**config.mk**
```make
export PLATFORM = sky130hd
export DESIGN_NAME = vga_digit_renderer
export DESIGN_NICKNAME = d
export VERILOG_FILES = /design/src/rtl/vga_digit_renderer.sv
export SDC_FILE = /design/constraint.sdc
export NUM_CORES = 1
export LEC_CHECK = 0
export BUFFER_PORTS_ARGS = -buffer_cell sky130_fd_sc_hd__buf_2
export CAP_MARGIN = 20
export CORE_UTILIZATION = 50
export CTS_CLUSTER_SIZE = 12
export DETAILED_ROUTE_END_ITERATION = 12
export GPL_TIMING_DRIVEN = 0
export PLACE_DENSITY_LB_ADDON = 0.15
export SYNTH_ARGS = -nofsm -noshare
export SYNTH_HDL_FRONTEND = slang
export SYNTH_SLANG_ARGS = --single-unit
```
**constraint.sdc**
```tcl
create_clock -name px_clk -period 2.68 [get_ports px_clk]
set_input_delay 0.402 -clock px_clk [delete_from_list [all_inputs] [get_ports px_clk]]
set_output_delay 0.402 -clock px_clk [all_outputs]
set_load 0.02 [all_outputs]
```
**src/rtl/vga_digit_renderer.sv**
```systemverilog
// Six-digit seven-segment clock overlay on a VGA pixel stream.
// Two-stage pipeline: cell decode, then segment test and colour mux; digits double-buffered per frame.
module vga_digit_renderer #(
   parameter logic [5:0]  FG_RGB = 6'b111100,
   parameter int unsigned Y_TOP  = 176
) (
   input  logic        px_clk,
   input  logic        reset,
   input  logic        hsync_in,
   input  logic        vsync_in,
   input  logic        activevideo_in,
   input  logic [9:0]  x_px,
   input  logic [9:0]  y_px,
   input  logic [23:0] digits_in,
   input  logic        digits_valid,
   output logic        digits_busy,
   output logic        hsync,
   output logic        vsync,
   output logic [1:0]  r,
   output logic [1:0]  g,
   output logic [1:0]  b
);

   localparam logic [10:0] YT = 11'(Y_TOP);
   localparam logic [9:0]  CELL_X [6] = '{10'd64, 10'd144, 10'd256, 10'd336, 10'd448, 10'd528};

   logic [23:0] pend_q, disp_q;
   logic        busy_q, vs_prev_q;
   logic        frame_edge;

   logic        hs1_q, vs1_q, av1_q, cell_q, colon_q;
   logic [3:0]  dig_q;
   logic [5:0]  lx_q;
   logic [6:0]  ly_q;

   logic        cell_d, colon_d, in_band;
   logic [3:0]  dig_d;
   logic [5:0]  lx_d;
   logic [6:0]  ly_d;
   logic [10:0] y_ext;

   logic        hs2_q, vs2_q;
   logic [5:0]  rgb_q, rgb_d;
   logic [6:0]  seg;
   logic        lit;

   function automatic logic [6:0] seg_map(input logic [3:0] d);
      // {a,b,c,d,e,f,g}
      case (d)
         4'd0:    seg_map = 7'b1111110;
         4'd1:    seg_map = 7'b0110000;
         4'd2:    seg_map = 7'b1101101;
         4'd3:    seg_map = 7'b1111001;
         4'd4:    seg_map = 7'b0110011;
         4'd5:    seg_map = 7'b1011011;
         4'd6:    seg_map = 7'b1011111;
         4'd7:    seg_map = 7'b1110000;
         4'd8:    seg_map = 7'b1111111;
         4'd9:    seg_map = 7'b1111011;
         default: seg_map = 7'b0000000;
      endcase
   endfunction

   assign frame_edge  = ~vsync_in & vs_prev_q;
   assign digits_busy = busy_q;

   // A strobe on the boundary cycle commits the old pending word and queues the new one.
   always_ff @(posedge px_clk) begin
      if (reset) begin
         pend_q    <= '0;
         disp_q    <= '0;
         busy_q    <= 1'b0;
         vs_prev_q <= 1'b1;
      end else begin
         vs_prev_q <= vsync_in;
         if (frame_edge && busy_q)
            disp_q <= pend_q;
         if (digits_valid) begin
            pend_q <= digits_in;
            busy_q <= 1'b1;
         end else if (frame_edge) begin
            busy_q <= 1'b0;
         end
      end
   end

   always_comb begin
      y_ext   = {1'b0, y_px};
      in_band = (y_ext >= YT) && (y_ext < YT + 11'd128);
      ly_d    = 7'(y_ext - YT);
      cell_d  = 1'b0;
      dig_d   = '0;
      lx_d    = '0;
      for (int unsigned i = 0; i < 6; i++) begin
         if (in_band && x_px >= CELL_X[i] && x_px <= CELL_X[i] + 10'd63) begin
            cell_d = 1'b1;
            lx_d   = 6'(x_px - CELL_X[i]);
            dig_d  = disp_q[4*(5-i) +: 4];
         end
      end
      colon_d = in_band && ~disp_q[0]
                && ((x_px >= 10'd216 && x_px <= 10'd223) || (x_px >= 10'd408 && x_px <= 10'd415))
                && ((ly_d >= 7'd32 && ly_d <= 7'd39) || (ly_d >= 7'd88 && ly_d <= 7'd95));
   end

   always_ff @(posedge px_clk) begin
      if (reset) begin
         hs1_q   <= 1'b1;
         vs1_q   <= 1'b1;
         av1_q   <= 1'b0;
         cell_q  <= 1'b0;
         colon_q <= 1'b0;
         dig_q   <= '0;
         lx_q    <= '0;
         ly_q    <= '0;
      end else begin
         hs1_q   <= hsync_in;
         vs1_q   <= vsync_in;
         av1_q   <= activevideo_in;
         cell_q  <= cell_d;
         colon_q <= colon_d;
         dig_q   <= dig_d;
         lx_q    <= lx_d;
         ly_q    <= ly_d;
      end
   end

   always_comb begin
      seg = seg_map(dig_q);
      lit = colon_q | (cell_q & (
              (seg[6] && lx_q >= 6'd8  && lx_q <= 6'd55 && ly_q <= 7'd7)
           || (seg[5] && lx_q >= 6'd56 && ly_q >= 7'd8  && ly_q <= 7'd59)
           || (seg[4] && lx_q >= 6'd56 && ly_q >= 7'd68 && ly_q <= 7'd119)
           || (seg[3] && lx_q >= 6'd8  && lx_q <= 6'd55 && ly_q >= 7'd120)
           || (seg[2] && lx_q <= 6'd7  && ly_q >= 7'd68 && ly_q <= 7'd119)
           || (seg[1] && lx_q <= 6'd7  && ly_q >= 7'd8  && ly_q <= 7'd59)
           || (seg[0] && lx_q >= 6'd8  && lx_q <= 6'd55 && ly_q >= 7'd60 && ly_q <= 7'd67)));
      rgb_d = (av1_q && lit) ? FG_RGB : '0;
   end

   always_ff @(posedge px_clk) begin
      if (reset) begin
         hs2_q <= 1'b1;
         vs2_q <= 1'b1;
         rgb_q <= '0;
      end else begin
         hs2_q <= hs1_q;
         vs2_q <= vs1_q;
         rgb_q <= rgb_d;
      end
   end

   assign hsync     = hs2_q;
   assign vsync     = vs2_q;
   assign {r, g, b} = rgb_q;

endmodule

```
Word level (Yosys, flattened, before mapping)
Memory sizes are Yosys's and may differ from the RTL's. A register that Yosys moved wholly into a read port is not among the register bits.
Cells that the tools add are included.
Widths: inputs -> output; s select.
{"block": "word_totals", "in_bits": 50, "n_memories": 1, "rom_bits": 112, "register_bits": 75, "elab_cells": 135}
{"name": "(no name shown)", "words": 16, "word_bits": 7, "read_ports": 1, "rd_ports_with_merged_regs": 1, "write_ports": 0, "line_no": "49", "rtl": "case (d)"}
{"block": "classes", "add_sub_neg": 7, "order_cmp": 34, "bitwise_logic": 5, "muxes": 22, "reduce_logical": 53}
{"operator": "$logic_and 1x1->1", "n": 44}
{"operator": "$mux 6", "n": 7}
{"operator": "$ge 10x9->1 const B", "n": 4}
{"operator": "$le 10x9->1 const B", "n": 4}
{"operator": "$ge 10x8->1 const B", "n": 3}
{"operator": "$mux 4", "n": 7}
{"operator": "$ge 7x7->1 const B", "n": 3}
{"operator": "$le 7x7->1 const B", "n": 3}
{"operator": "$le 10x8->1 const B", "n": 2}
{"operator": "$sub 6x1->6 const B", "n": 3}
{"operator": "$sub 6x5->6 const B", "n": 3}
{"operator": "$ge 7x6->1 const B", "n": 2}
{"operator": "$le 7x6->1 const B", "n": 2}
{"operator": "$ge 10x10->1 const B", "n": 1}
{"operator": "$ge 10x7->1 const B", "n": 1}
{"operator": "$le 10x10->1 const B", "n": 1}
{"operator": "$le 10x7->1 const B", "n": 1}
{"operator": "$lt 10x9->1 const B", "n": 1}
{"operator": "$logic_or 1x1->1", "n": 8}
{"operator": "$mux 1", "n": 8}
{"operator": "$ge 7x4->1 const B", "n": 1}
{"operator": "$le 7x3->1 const B", "n": 1}
{"operator": "$sub 7x6->7 const B", "n": 1}
{"operator": "$ge 6x4->1 const B", "n": 1}
{"operator": "other kinds (7)", "n": 9}

Depth between registers and ports, before layout
{"block": "depth", "ltp_word": 14, "ltp_mapped": 13, "ltp_nobuf": 13}

Least setup slack after synthesis
Ideal clock, no wire load.
{"block": "synth_timing", "path_kind": "input-to-reg", "from": "input port x_px[5]", "to": "register seg[5] (netlist name)", "required_time_ns": 2.563, "path_stages": 12, "slack_ns": -0.143, "n_path_buf": 0, "t_arrival_ns": 2.705, "setup_time_ns": 0.117, "path_cell_list": "inv_1 ha_1 and3_1 a31oi_1 a211oi_2 and2_1 a221oi_1 or3_1 a21o_1 ha_1 o21ai_0 o2bb2ai_1"}
{"block": "synth_via", "elab_chain_cells": 10}
{"item": "from (decl)", "line_no": "12", "rtl": "input logic [9:0] x_px,"}
{"item": "$ge 10x7->1", "line_no": "95", "rtl": "if (in_band && x_px >= CELL_X[i] && x_px <= CELL_X[i] + 10'd63) begin"}
{"item": "$logic_and 1x1->1 (2 in series)", "line_no": "95"}
{"item": "$mux 4 (5 in series)", "line_no": "95"}
{"item": "$mux 4 *", "line_no": "95"}
{"item": "$mux 4 (no source line) *"}
Every way passes the cells marked *; elsewhere a longest branch is shown, timed or not.
A chain may end at the register's enable or synchronous reset.

Worst setup path after layout
{"block": "layout_timing", "from": "input port x_px[4]", "to": "register seg[5] (netlist name)"}
{"block": "layout_via", "elab_chain_cells": 10}
{"item": "$ge 10x7->1", "line_no": "95"}
{"item": "$logic_and 1x1->1 (2 in series)", "line_no": "95"}
{"item": "$mux 4 (5 in series)", "line_no": "95"}
{"item": "$mux 4 *", "line_no": "95"}
{"item": "$mux 4 (no source line) *"}
Marked as above.

==> impl_metrics.json <==
{
  "drive_above_1_share_pct": 26.00,
  "grt_overflow": 0,
  "setup_violations": 0,
  "grt_pass1_vias": 2793,
  "outcome": "finished, violations left",
  "num_io_pins": 59,
  "ant_nets": 0,
  "cts.sinks": 72,
  "final.setup.worst_slack_ps": 27.09,
  "timing.final.crit_share_pct": 98.99,
  "routabilityCongestion": 0.8839,
  "combPwrFrac_pct": 11.3,
  "finalNonFillerCells": 550,
  "p_switching_w": 0.0005656,
  "post-synth-top-count-cell": "dfxtp_1",
  "post-route-drc-count": 6,
  "wl_per_cell_um": 14.10,
  "drt_iter0_drc": 165,
  "vias": 3002,
  "ir_worst_vdd_uv": 347.5,
  "critPathBufInv": 2,
  "finish.net_count": 531,
  "finalCriticalPeriod_ps": 2653,
  "power_frac_seq_pct": 46.9,
  "io_buffers": 53,
  "place_ws_ps": -462.1,
  "synthTopCellsByCount": "dfxtp_1 (72), nand2_1 (60), a21oi_1 (36)",
  "antenna_found_initial": 0,
  "core_area_sq_um": 6459,
  "grt_pass1_wl_um": 12830,
  "clk_pin_slew_ps": 70,
  "clock.fmax_mhz": 376.9,
  "path_cells": "buf_8, inv_6, ha_4, nand4b_4, o211a_1, or4_4, nor2_4, a221oi_2, or3_4, a21o_4, ha_4, o21ai_2, o2bb2ai_2",
  "clockPowerShare_pct": 41.7,
  "avgSynthCellArea_sq_um": 8.640,
  "tightest_slew_ps": 815.4,
  "cpMostUsedCell": "ha_4",
  "synthTopCellsByArea": "dfxtp_1 (43%), mux2i_1 (7.1%), nand2_1 (6.6%), a21oi_1 (5.3%), ha_1 (4.4%)",
  "synth_seq_cells": 72,
  "numCtsBuffers": 9,
  "slowest_stage": "or4_4",
  "violations": "design-rule violations",
  "die_h_um": 84.31,
  "dpl.hpwl_um": 5584,
  "ys_warn_count": 0,
  "crit_path_start_kind": "input pin",
  "clk_latency_ps": 360,
  "fill_cells": 543,
  "intPower_w": 0.001843,
  "finalHoldViolations": 0,
  "cp_slowest_stage_delay_ps": 550,
  "synthFlopType": "dfxtp_1",
  "switching_share_pct": 23.49,
  "finalInstanceArea_sq_um": 4217,
  "drv_slew": 0,
  "initial_core_util_pct": 52.44,
  "synth_cell_types": 59,
  "final_util_pct": 65.28,
  "cts_tree": "yes",
  "crit_arrival_ps": 2900,
  "synthToLayoutAreaGrowth_pct": 24.49,
  "viasPerCell": 5.458,
  "wl_um": 7755,
  "power_w": 0.002408,
  "synthDominantCellAreaShare_pct": 42.56,
  "cts_root_buf": "clkbuf_8",
  "synthesis.instances": 392,
  "crit_fanout": 4,
  "holdBufCountCts": 0,
  "dp.cells": 523,
  "rows": 29,
  "grt_start_max_net_pins": 13,
  "drtPass1Iterations": 9,
  "diodes": 0,
  "syn-cell-area_sq_um": 3387,
  "power.leakage_nw": 1.744,
  "cts.path.max_buffers": 2,
  "dpl_cell_area_sq_um": 3764,
  "die_area_sq_um": 7107,
  "gr-usage-all-layers_pct": 23.22,
  "critPathKind": "in2reg",
  "synth_edf_count": 0,
  "cts-htree-levels": 3,
  "slew_headroom_pct": 45.64,
  "yosysSeqAreaShare_pct": 42.56,
  "min_path_type": "in2reg",
  "yosys.area.top_type": "dfxtp_1",
  "power.density_nw_per_um2": 571.1,
  "endpoint_kind": "register",
  "async_reset_ff_share_pct": 0,
  "required_ps": 2920,
  "die_w_um": 84.31,
  "drv_cap": 0,
  "clock_skew_ps": 12.14,
  "path_delay_family": "simple AND/OR/NAND/NOR gates"
}
per-stage QoR:
| step | hold slack (ps) | TNS [ps] |
|---|---|---|
| after floorplan | 389.5 | 0 |
| after global placement | 394.5 | -2317 |
| after detailed placement | 396.6 | -2490 |
| after CTS | 221.9 | 0 |
| after global routing | 222.5 | -95.56 |
| final | 235.0 | 0 |
power by group through the flow:
stage               clock network (W)  registers (W)  logic [W]
floorplan                           0        0.00115   0.000158
global route                  0.00107        0.00114   0.000304
finish                        0.00100        0.00113   0.000273
global placement                    0        0.00115   0.000239
detailed placement                  0        0.00115   0.000244
CTS                           0.00102        0.00113   0.000249
layout by cell type (no fill, tap or decap), types with 3 or more instances in the layout:
cell / n
dfxtp_1: 72
nand2_1: 60
buf_2: 52
a21oi_1: 35
nor2_1: 33
mux2i_1: 24
buf_4: 17
clkbuf_1: 14
nor3_1: 14
inv_1: 10
nor2b_1: 10
ha_1: 9
clkbuf_8: 9
nand3_1: 8
a22oi_1: 7
or2_2: 7
o21ai_0: 6
and2_1: 5
o211ai_1: 4
and3_1: 3
a311o_1: 3
nor3b_1: 3
o311ai_1: 3
ha_4: 3
bufinv_16: 3
cell families (layout without fill, tap and decap cells):
kind of cell / after synthesis / after routing / share of synthesized area, %
AO/OA/AOI/OAI: 79 / 79 / 15.44
XOR/XNOR: 1 / 1 / 0.2586
adder cells (fa/ha/maj): 12 / 12 / 4.433
buffers and inverters: 37 / 117 / 5.135
flip-flops: 72 / 72 / 42.56
multiplexers: 25 / 25 / 7.499
other: 1 / 2 / 0.1107
AND/OR/NAND/NOR: 165 / 165 / 24.57
layer usage:
| metal | GRT usage [%] | share of wire (%) | vias to the layer above |
|---|---|---|---|
| met5 | 0 | 0 | - |
| met4 | 11.60 | 2.1 | 0 |
| met3 | 5.506 | 5.1 | 11 |
| met2 | 38.90 | 48 | 83 |
| met1 | 27.96 | 44 | 1382 |
| li1 | - | - | 1526 |
path summary, 6_finish.rpt:
kind         slack (ps)  cells past startpoint     end  startpoint
max                  30                     13  seg[5]     x_px[4]
min                 240                      2   hs1_q    hsync_in
max reg2reg         750                      7  seg[1]  disp_q[13]
min reg2reg         400                      1   hsync       hs1_q
layout make-up:
| class | count | area (sq um) | area share, % |
|---|---|---|---|
| buffer | 24 | 125.1 | 2.967 |
| clock inverter | 6 | 108.9 | 2.582 |
| inverter | 13 | 58.81 | 1.395 |
| timing repair buffer | 65 | 375.4 | 8.902 |
| clock buffer | 9 | 123.9 | 2.938 |
| tap | 77 | 96.34 | 2.285 |
| sequential | 72 | 1441 | 34.18 |
| multi-input combinational | 284 | 1887 | 44.75 |
registers in the layout, summed over array words and instances, names as in the netlist:
name	count
disp_q	24
lx_q	3
rgb_q	1
cell_q	1
vsync	1
hsync	1
hs1_q	1
colon_q	1
seg	7
ly_q	5
digits_busy	1
pend_q	24
av1_q	1
vs1_q	1
repair_timing:
action | 4_1_cts | 5_1_grt
setup endpoints to repair | 3 | 6
buffers inserted | 0 | 12
gates resized for setup | 2 | 24
pin swaps | 0 | 11
Power figures use the tool's default switching activity.
